--- config.mk ---
export PLATFORM = sky130hd
export DESIGN_NAME = mul_iter_unit_flat
export DESIGN_NICKNAME = d
export VERILOG_FILES = /design/src/rtl/mul_iter_if.sv /design/src/rtl/mul_iter_unit.sv /design/src/flat_wrapper.sv
export SDC_FILE = /design/constraint.sdc
export NUM_CORES = 1
export LEC_CHECK = 0
export CORE_ASPECT_RATIO = 1.75
export CORE_MARGIN = 2
export CORE_UTILIZATION = 57
export DETAILED_ROUTE_END_ITERATION = 16
export PLACE_DENSITY = 0.86
export SYNTH_ARGS = -nofsm -noshare
export SYNTH_HDL_FRONTEND = slang
export SYNTH_SLANG_ARGS = --single-unit
--- constraint.sdc ---
create_clock -name clk -period 6.4 [get_ports clk]
set_clock_uncertainty 0.1 [all_clocks]
set_input_delay 0.64 -clock clk [delete_from_list [all_inputs] [get_ports clk]]
set_output_delay 0.64 -clock clk [all_outputs]
set_load 0.02 [all_outputs]
--- src/rtl/mul_iter_if.sv ---
// Register-file side bundle for the iterative multiplier: operand/request
// signals from the read ports and the single-cycle write-back to the write port.
interface mul_iter_if #(
  parameter int unsigned WIDTH = 32
);
  logic             start;
  logic [WIDTH-1:0] rn_val;
  logic [WIDTH-1:0] rm_val;
  logic [WIDTH-1:0] ra_val;
  logic             acc_en;
  logic [3:0]       rd_addr;
  logic             set_flags;
  logic             busy;
  logic             wb_we;
  logic [3:0]       wb_addr;
  logic [WIDTH-1:0] wb_data;
  logic             flags_we;
  logic             flag_n;
  logic             flag_z;

  // Requester side (control path / register file)
  modport master (
    output start, rn_val, rm_val, ra_val, acc_en, rd_addr, set_flags,
    input  busy, wb_we, wb_addr, wb_data, flags_we, flag_n, flag_z
  );

  // Multiplier side
  modport slave (
    input  start, rn_val, rm_val, ra_val, acc_en, rd_addr, set_flags,
    output busy, wb_we, wb_addr, wb_data, flags_we, flag_n, flag_z
  );
endinterface

--- src/rtl/mul_iter_unit.sv ---
// mul_iter_unit: iterative radix-2 shift-add multiplier (low WIDTH bits of
// rn*rm) with a one-cycle register-file write-back and N/Z flag strobe.
// Optional multiply-accumulate (product preloaded with ra) when the macro
// MUL_MLA_EN is defined; default build is plain MUL.
module mul_iter_unit #(
  parameter int unsigned WIDTH = 32
) (
  input logic      clk,
  input logic      rst,
  mul_iter_if.slave bus
);

  localparam int unsigned CNT_W = (WIDTH > 1) ? $clog2(WIDTH) : 1;
  localparam logic [CNT_W-1:0] LAST_ITER = CNT_W'(WIDTH - 1);

  localparam logic [1:0] IDLE = 2'd0;
  localparam logic [1:0] BUSY = 2'd1;
  localparam logic [1:0] WB   = 2'd2;

  logic [1:0]       state;
  logic [WIDTH-1:0] mcand;
  logic [WIDTH-1:0] mlier;
  logic [WIDTH-1:0] prod;
  logic [WIDTH-1:0] prod_next;
  logic [CNT_W-1:0] cnt;
  logic [3:0]       rd_q;
  logic             sf_q;

`ifndef MUL_MLA_EN
  // Accumulate inputs have no function in the plain-MUL build.
  logic unused_mla;
  assign unused_mla = ^{bus.ra_val, bus.acc_en};
`endif

  // Partial product after the current iteration (wraps modulo 2^WIDTH)
  always_comb begin
    prod_next = prod + (mlier[0] ? mcand : '0);
  end

  assign bus.busy = (state != IDLE);

  // Control FSM, shift-add datapath and registered write-back outputs
  always_ff @(posedge clk) begin
    if (rst) begin
      state        <= IDLE;
      mcand        <= '0;
      mlier        <= '0;
      prod         <= '0;
      cnt          <= '0;
      rd_q         <= '0;
      sf_q         <= 1'b0;
      bus.wb_we    <= 1'b0;
      bus.wb_addr  <= '0;
      bus.wb_data  <= '0;
      bus.flags_we <= 1'b0;
      bus.flag_n   <= 1'b0;
      bus.flag_z   <= 1'b0;
    end else begin
      case (state)
        IDLE: begin
          bus.wb_we    <= 1'b0;
          bus.flags_we <= 1'b0;
          if (bus.start) begin
            mcand <= bus.rn_val;
            mlier <= bus.rm_val;
            rd_q  <= bus.rd_addr;
            sf_q  <= bus.set_flags;
`ifdef MUL_MLA_EN
            prod  <= bus.acc_en ? bus.ra_val : '0;
`else
            prod  <= '0;
`endif
            cnt   <= '0;
            state <= BUSY;
          end
        end
        BUSY: begin
          prod  <= prod_next;
          mcand <= mcand << 1;
          mlier <= mlier >> 1;
          cnt   <= cnt + CNT_W'(1);
          if (cnt == LAST_ITER) begin
            // Outputs are loaded from the final partial product so they are
            // registered yet visible in the very cycle the FSM sits in WB.
            state        <= WB;
            bus.wb_data  <= prod_next;
            bus.wb_addr  <= rd_q;
            bus.wb_we    <= (rd_q != 4'hF);
            bus.flags_we <= sf_q;
            bus.flag_n   <= prod_next[WIDTH-1];
            bus.flag_z   <= (prod_next == '0);
          end
        end
        WB: begin
          bus.wb_we    <= 1'b0;
          bus.flags_we <= 1'b0;
          state        <= IDLE;
        end
        default: begin
          bus.wb_we    <= 1'b0;
          bus.flags_we <= 1'b0;
          state        <= IDLE;
        end
      endcase
    end
  end

endmodule
--- src/flat_wrapper.sv ---
// flat-port wrapper written by rule: the top's interface ports become plain ports
module mul_iter_unit_flat 
#(
  parameter int unsigned WIDTH = 32
)
  (clk, rst, bus_start, bus_rn_val, bus_rm_val, bus_ra_val, bus_acc_en, bus_rd_addr, bus_set_flags, bus_busy, bus_wb_we, bus_wb_addr, bus_wb_data, bus_flags_we, bus_flag_n, bus_flag_z);
  mul_iter_if #(.WIDTH(WIDTH)) bus_i ();
  input logic clk;
  input logic rst;
  input wire logic [$bits(bus_i.start)-1:0] bus_start;
  input wire logic [$bits(bus_i.rn_val)-1:0] bus_rn_val;
  input wire logic [$bits(bus_i.rm_val)-1:0] bus_rm_val;
  input wire logic [$bits(bus_i.ra_val)-1:0] bus_ra_val;
  input wire logic [$bits(bus_i.acc_en)-1:0] bus_acc_en;
  input wire logic [$bits(bus_i.rd_addr)-1:0] bus_rd_addr;
  input wire logic [$bits(bus_i.set_flags)-1:0] bus_set_flags;
  output wire logic [$bits(bus_i.busy)-1:0] bus_busy;
  output wire logic [$bits(bus_i.wb_we)-1:0] bus_wb_we;
  output wire logic [$bits(bus_i.wb_addr)-1:0] bus_wb_addr;
  output wire logic [$bits(bus_i.wb_data)-1:0] bus_wb_data;
  output wire logic [$bits(bus_i.flags_we)-1:0] bus_flags_we;
  output wire logic [$bits(bus_i.flag_n)-1:0] bus_flag_n;
  output wire logic [$bits(bus_i.flag_z)-1:0] bus_flag_z;
  assign bus_i.start = bus_start;
  assign bus_i.rn_val = bus_rn_val;
  assign bus_i.rm_val = bus_rm_val;
  assign bus_i.ra_val = bus_ra_val;
  assign bus_i.acc_en = bus_acc_en;
  assign bus_i.rd_addr = bus_rd_addr;
  assign bus_i.set_flags = bus_set_flags;
  assign bus_busy = bus_i.busy;
  assign bus_wb_we = bus_i.wb_we;
  assign bus_wb_addr = bus_i.wb_addr;
  assign bus_wb_data = bus_i.wb_data;
  assign bus_flags_we = bus_i.flags_we;
  assign bus_flag_n = bus_i.flag_n;
  assign bus_flag_z = bus_i.flag_z;
  mul_iter_unit #(.WIDTH(WIDTH)) u_core (.clk(clk), .rst(rst), .bus(bus_i));
endmodule
==> results of run 1 <==
[registers in the layout, summed over array words and instances (netlist names)]
register	flops
u_core.bus.flag_n	1
u_core.bus.wb_we	1
u_core.bus.wb_addr	4
u_core.mlier	32
u_core.bus.flag_z	1
u_core.state	2
u_core.prod	32
u_core.cnt	5
u_core.bus.flags_we	1
u_core.rd_q	4
u_core.bus.wb_data	31
u_core.sf_q	1
u_core.mcand	32
[worst max-delay path, delay by kind of cell, from the launching register on]
family / cells / cell delay [ps]
compound gates: 4 / 1160
fa+ha+maj: 2 / 410
flops: 1 / 300
buf+inv: 2 / 310
simple gates: 6 / 1660
[cells by family after synthesis]
group | count (synthesis) | share of synthesized area (%)
compound gates | 259 | 22.7
xor+xnor | 21 | 2.34
fa+ha+maj | 34 | 5.51
buf+inv | 92 | 4.62
flops | 147 | 37.4
mux | 2 | 0.255
simple gates | 490 | 27.1
[synthesized netlist by cell type (3+ instances only)]
master,number
nand2_1,249
dfxtp_1,147
nor2_1,111
a21oi_1,104
clkbuf_1,66
a311oi_1,63
nand3_1,39
and2_1,38
ha_1,33
o21ai_0,27
nor3_1,14
inv_1,12
xnor2_1,12
a211oi_1,9
xor2_1,9
a21o_1,8
buf_1,8
nand4_1,8
o21a_1,6
and3_1,5
buf_4,4
nand2b_1,4
o211a_1,4
o211ai_1,4
o21bai_1,4
a31oi_1,3
nand3b_1,3
[cell type report]
cell class	instances	area, sq um	share of cell area, %
sequential	147	2940	30.7
clock buffer	17	425	4.44
timing repair buffer	119	1170	12.2
multi-input combinational	806	4570	47.7
inverter	12	45.0	0.470
tap	174	218	2.27
clock inverter	15	208	2.17
[metrics by stage]
step	total power [mW]	utilization [%]	hold WS [ps]
floorplan	1.18	-	329
global placement	1.26	66.5	343
detailed placement	1.27	66.5	347
CTS	2.32	71.2	356
global route	2.40	71.2	378
finish	2.31	71.2	353
[path summary, 6_finish.rpt]
path / slack (ps) / cells past startpoint / start / to
max: 2360 / 14 / u_core.mlier[0] / u_core.bus.flag_z
min: 350 / 2 / u_core.bus.wb_data[13] / u_core.bus.wb_data[13]
max reg2reg: 2360 / 14 / u_core.mlier[0] / u_core.bus.flag_z
min reg2reg: 350 / 2 / u_core.bus.wb_data[13] / u_core.bus.wb_data[13]
[per-layer routing]
layer	track usage, %	vias up
met2	47.9	253
met5	0	-
li1	-	3772
met3	5.25	56
met4	13.4	0
met1	31.5	3545
[power breakdown]
part	switching, mW	internal [mW]	leakage [nW]
sequential	0.0288	0.960	1.20
clock	0.457	0.602	0.307
combinational	0.155	0.106	2.16
==> reports/metrics.csv, run 1 <==
stage;metric;value;unit
final_layout;most common cell after layout, fill and taps aside;nand2_1;
placement;# port buffers;112;
final_layout;Final #Nets;1242;
final_layout;share of cells above drive strength 1;5.47;%
pwr;Power per Cell Area;241;mW/mm^2
die;site row count;56;
logic_synthesis;#FFs+latches synth;147;
sta;TNS Setup;0;ps
pwr;Leak;3.66;nW
final_layout;Antenna Cells;0;
global_route;largest net degree at the start of global routing;105;
detailed_routing;max layer used;met4;
cts;Num CTS Buffers;17;
final_layout;commonest non-fill, non-tap cells in the layout;248 x nand2_1, 147 x dfxtp_1, 111 x nor2_1, 111 x clkdlybuf4s50_1, 104 x a21oi_1;
sta;setup ws final;2360;ps
die;initial core utilization;58.4;%
setup_path;worst path required time;6650;ps
sta;RSZ-0062 raised after global routing;no;
placement;dpl ws;2550;ps
setup_path;critical path arrival;4290;ps
logic_synthesis;syn_nets;1184;
detailed_routing;Via density;5.91;
detailed_routing;DR WL/cell;15.5;um
detailed_routing;Met1 Wirelength;7840;um
detailed_routing;Routed WL;20000;um
global_route;global-route wire length before repair;33300;um
final_layout;fillers;1092;
cts;root buf cell;clkbuf_16;
placement;dpl cell area;0.00895;sq mm
logic_synthesis;Avg Cell Area, Syn;7.52;sq um
final_layout;area grow syn2layout;21.9;%
detailed_routing;residual DRC count;0;
setup_path;Max FO, Critical Path;33;
setup_path;Setup crit start kind;register;
die;die height;159;um
placement;routability cong.;0.939;
detailed_routing;initial DRC count;406;
placement;Detailed Place HPWL;13300;um
setup_path;nature of the critical path endpoint;register;
detailed_routing;1st-pass router iterations;6;
detailed_routing;Final ANT Viol Nets;0;
logic_synthesis;EDFF count, synth;0;
die;Die ar.;0.0148;sq mm
cts;Worst-Skew Late Latency;440;ps
cts;Clock Sinks;147;
job;max cap viols;0;
logic_synthesis;Synth cell types;63;
sta;fmax;248;MHz
logic_synthesis;Main synth FF type;dfxtp_1;
cts;CTS clk-pin slew, worst paths;60;ps
cts;Post-CTS Setup Inserts;0;
cts;Bufs on Longest Clock Path;2;
die;die width;92.8;um
cts;CTS resizes;0;
sta;Least-Margin Pin Slew;1100;ps
logic_synthesis;Seq/Total Area, Yosys;37.4;%
pwr;maximum vdd drop;173;uV
global_route;total gr overflow;0;
global_route;initial antenna violation count;0;
die;number of I/O pins;146;
sta;max-slew violations;0;
global_route;total track usage;27.4;%
cts;# hold bufs at CTS;0;
logic_synthesis;top cells by area, synth;dfxtp_1 37%, nand2_1 12%, a311oi_1 7.0%;
logic_synthesis;mapped cell area;0.00786;sq mm
cts;CTS tree;done;
detailed_routing;met3 wire len;1030;um
worst_hold_path;Min-Delay Path Class;reg -> reg;
setup_path;cell breakdown of the critical path;buf_4 > and2_1 > ha_1 > inv_1 > fa_1 > and2b_1 > o21a_1 > or3_2 > a2111oi_0 > o2111ai_1 > nor4_1 > and4b_1 > nand4_1 > o31ai_2;
sta;Final Critical Period;4040;ps
die;Core Area;0.0135;sq mm
outcome;status;completed;
detailed_routing;metal2 WL;10500;um
setup_path;slowest stage delay, CP;550;ps
logic_synthesis;Mapped Cells;1045;
logic_synthesis;Yosys warning count;0;
final_layout;Final Non-Filler Cells;1290;
setup_path;Crit-path slowest cell;a2111oi_0;
logic_synthesis;Synth top area share;37.4;%
global_route;vias in the first global route;7240;
final_layout;cell area after layout;0.00958;sq mm
setup_path;Crit Path Class;reg -> reg;
sta;Final period util;63.1;%
sta;Max-slew headroom;26.7;%
logic_synthesis;ys async rst share;0;%
sta;setup violators final;0;
logic_synthesis;Yosys top cell by area;dfxtp_1;
sta;Hold Vio Cnt, Final;0;
cts;H-tree depth;4;
placement;cell total after placement;1258;
detailed_routing;DR vias;7626;
(Power assumes the default switching activity.)
==> inputs of run 2 (changes only) <==
Settings changed: CORE_UTILIZATION 57 to 53, PLACE_DENSITY 0.86 to 0.81.
Clock period 6.4 ns to 4 ns, I/O delays scaled along.
==> reports/metrics.csv, run 2 (same netlist as run 1, synthesis figures left out) <==
stage;metric;value;unit;change
sta;Final Critical Period;3790;ps;was 4040 ps
detailed_routing;Final ANT Viol Nets;0;;unchanged
pwr;Leak;3.68;nW;was 3.66 nW
cts;CTS clk-pin slew, worst paths;60;ps;about the same
cts;# hold bufs at CTS;0;;unchanged
die;die width;96.1;um;was 92.8 um
sta;max-slew violations;0;;unchanged
sta;tightest hold margin;343;ps;was 353 ps
global_route;global-route wire length before repair;34300;um;was 33300 um
pwr;Int Pwr;2.66;mW;was 1.67 mW
detailed_routing;DR vias;7644;;was 7626
global_route;initial antenna violation count;0;;unchanged
final_layout;biggest regs;u_core.mcand (32), u_core.mlier (32), u_core.prod (32);;unchanged
sta;Max-slew headroom;33.2;%;was 26.7%
detailed_routing;Via density;5.86;;was 5.91
final_layout;Final #Nets;1250;;was 1242
setup_path;Crit-path slowest cell;nor4_1;;was a2111oi_0
setup_path;Setup crit start kind;register;;unchanged
setup_path;critical path arrival;4040;ps;was 4290 ps
placement;# port buffers;112;;unchanged
setup_path;Max FO, Critical Path;10;;was 33
global_route;total gr overflow;0;;unchanged
detailed_routing;initial DRC count;350;;was 406
cts;CTS resizes;0;;unchanged
sta;fmax;264;MHz;was 248 MHz
final_layout;area grow syn2layout;22.6;%;was 21.9%
cts;Worst-Skew Late Latency;420;ps;was 440 ps
die;number of I/O pins;146;;unchanged
die;Die ar.;0.0159;sq mm;was 0.0148 sq mm
setup_path;cell breakdown of the critical path;buf_4 > and2_1 > ha_1 > and2b_1 > o21a_1 > or3_2 > a2111oi_0 > o2111ai_1 > nor4_1 > and4b_1 > nand4_1 > o31ai_2;;was buf_4 > and2_1 > ha_1 > inv_1 > fa_1 > and2b_1 > o21a_1 > or3_2 > a2111oi_0 > o2111ai_1 > nor4_1 > and4b_1 > nand4_1 > o31ai_2
detailed_routing;DR WL/cell;15.9;um;was 15.5 um
final_layout;cell area after layout;0.00963;sq mm;was 0.00958 sq mm
cts;CTS tree;done;;unchanged
placement;dpl cell area;0.00904;sq mm;was 0.00895 sq mm
global_route;vias in the first global route;7423;;was 7240
final_layout;Antenna Cells;0;;unchanged
pwr;maximum vdd drop;277;uV;was 173 uV
cts;root buf cell;clkbuf_16;;unchanged
placement;Detailed Place HPWL;14200;um;was 13300 um
setup_path;worst path bufs/invs;1;;was 2
sta;TNS Setup;0;ps;unchanged
setup_path;Worst path top cell family by delay;simple AND/OR/NAND/NOR gates;;unchanged
global_route;largest net degree at the start of global routing;98;;was 105
pwr;sw frac;26.5;%;was 27.8%
final_layout;share of cells above drive strength 1;6.05;%;was 5.47%
die;site row count;58;;was 56
detailed_routing;1st-pass router iterations;5;;was 6
die;die height;165;um;was 159 um
setup_path;nature of the critical path endpoint;register;;unchanged
cts;Bufs on Longest Clock Path;2;;unchanged
setup_path;worst path required time;4240;ps;was 6650 ps
die;Core Area;0.0144;sq mm;was 0.0135 sq mm
worst_hold_path;Min-Delay Path Class;in -> reg;;was reg -> reg
pwr;switching power;0.958;mW;was 0.641 mW
detailed_routing;residual DRC count;0;;unchanged
cts;Clock Sinks;147;;unchanged
pwr;Power per Cell Area;376;mW/mm^2;was 241 mW/mm^2
cts;Post-CTS Setup Inserts;0;;unchanged
placement;dpl ws;273;ps;was 2550 ps
sta;setup ws final;206;ps;was 2360 ps
sta;Least-Margin Pin Slew;1000;ps;was 1100 ps
sta;Hold Vio Cnt, Final;0;;unchanged
job;max cap viols;0;;unchanged
sta;setup violators final;0;;unchanged
sta;RSZ-0062 raised after global routing;no;;unchanged
placement;routability cong.;0.918;;was 0.939
setup_path;Crit Path Class;reg -> reg;;unchanged
cts;Num CTS Buffers;17;;unchanged
global_route;total track usage;27.1;%;was 27.4%
detailed_routing;Routed WL;20700;um;was 20000 um
pwr;Logic pwr share;11.9;%;was 11.3%
outcome;status;completed;;unchanged
die;initial core utilization;54.4;%;was 58.4%
sta;Final period util;94.9;%;was 63.1%
setup_path;slowest stage delay, CP;500;ps;was 550 ps
final_layout;commonest non-fill, non-tap cells in the layout;248 x nand2_1, 147 x dfxtp_1, 111 x nor2_1, 111 x clkdlybuf4s50_1, 104 x a21oi_1;;unchanged
cts;H-tree depth;4;;unchanged
pwr;sequential fraction of design power;43.8;%;was 42.8%
final_layout;most common cell after layout, fill and taps aside;nand2_1;;unchanged
pwr;Clock Power Share;44.3;%;was 45.9%
run 2: worst reg2reg max path, cell delays in order, from the launching register on:
cell	delay, ps
dfxtp_1	320
buf_4	170
and2_1	160
ha_1	320
and2b_1	200
o21a_1	180
or3_2	410
a2111oi_0	490
o2111ai_1	220
nor4_1	500
and4b_1	270
nand4_1	170
o31ai_2	220
run 2: final cells by class:
| type | instances | area [sq um] |
|---|---|---|
| clock buffer | 19 | 443 |
| clock inverter | 13 | 150 |
| fill | 1226 | 4810 |
| inverter | 12 | 45.0 |
| multi-input combinational | 806 | 4570 |
| sequential | 147 | 2940 |
| tap | 180 | 225 |
| timing repair buffer | 127 | 1260 |
run 2: metrics by stage:
| stage | cells | power, mW | utilization, % |
|---|---|---|---|
| detailed placement | 1272 | 2.04 | 62.6 |
| floorplan | 1045 | 1.88 | - |
| global placement | 1272 | 2.03 | 62.6 |
| finish | 1304 | 3.62 | 66.7 |
| global route | 1304 | 3.75 | 66.7 |
| CTS | 1304 | 3.63 | 66.7 |
run 2: worst paths after layout:
check                           to  slack, ps                  start  depth (start not counted)
max              u_core.bus.flag_z        210        u_core.mlier[0]                         12
min                 u_core.prod[9]        340                    rst                          2
min reg2reg  u_core.bus.wb_data[8]        350  u_core.bus.wb_data[8]                          2
max reg2reg      u_core.bus.flag_z        210        u_core.mlier[0]                         12
run 2: power by group through the flow:
stage	registers [mW]	clock network (mW)	logic, mW
finish	1.58	1.60	0.430
CTS	1.58	1.62	0.431
detailed placement	1.61	0	0.429
global placement	1.61	0	0.421
floorplan	1.60	0	0.280
global route	1.59	1.68	0.478
run 2: per-layer routing:
layer  vias to the layer above  GRT usage [%]  share of wire (%)
li1                       3793              -                  -
met2                       244           49.1                 54
met1                      3549           30.3                 39
met3                        58           4.13                4.3
met5                         -              0                  0
met4                         0           12.9                3.4
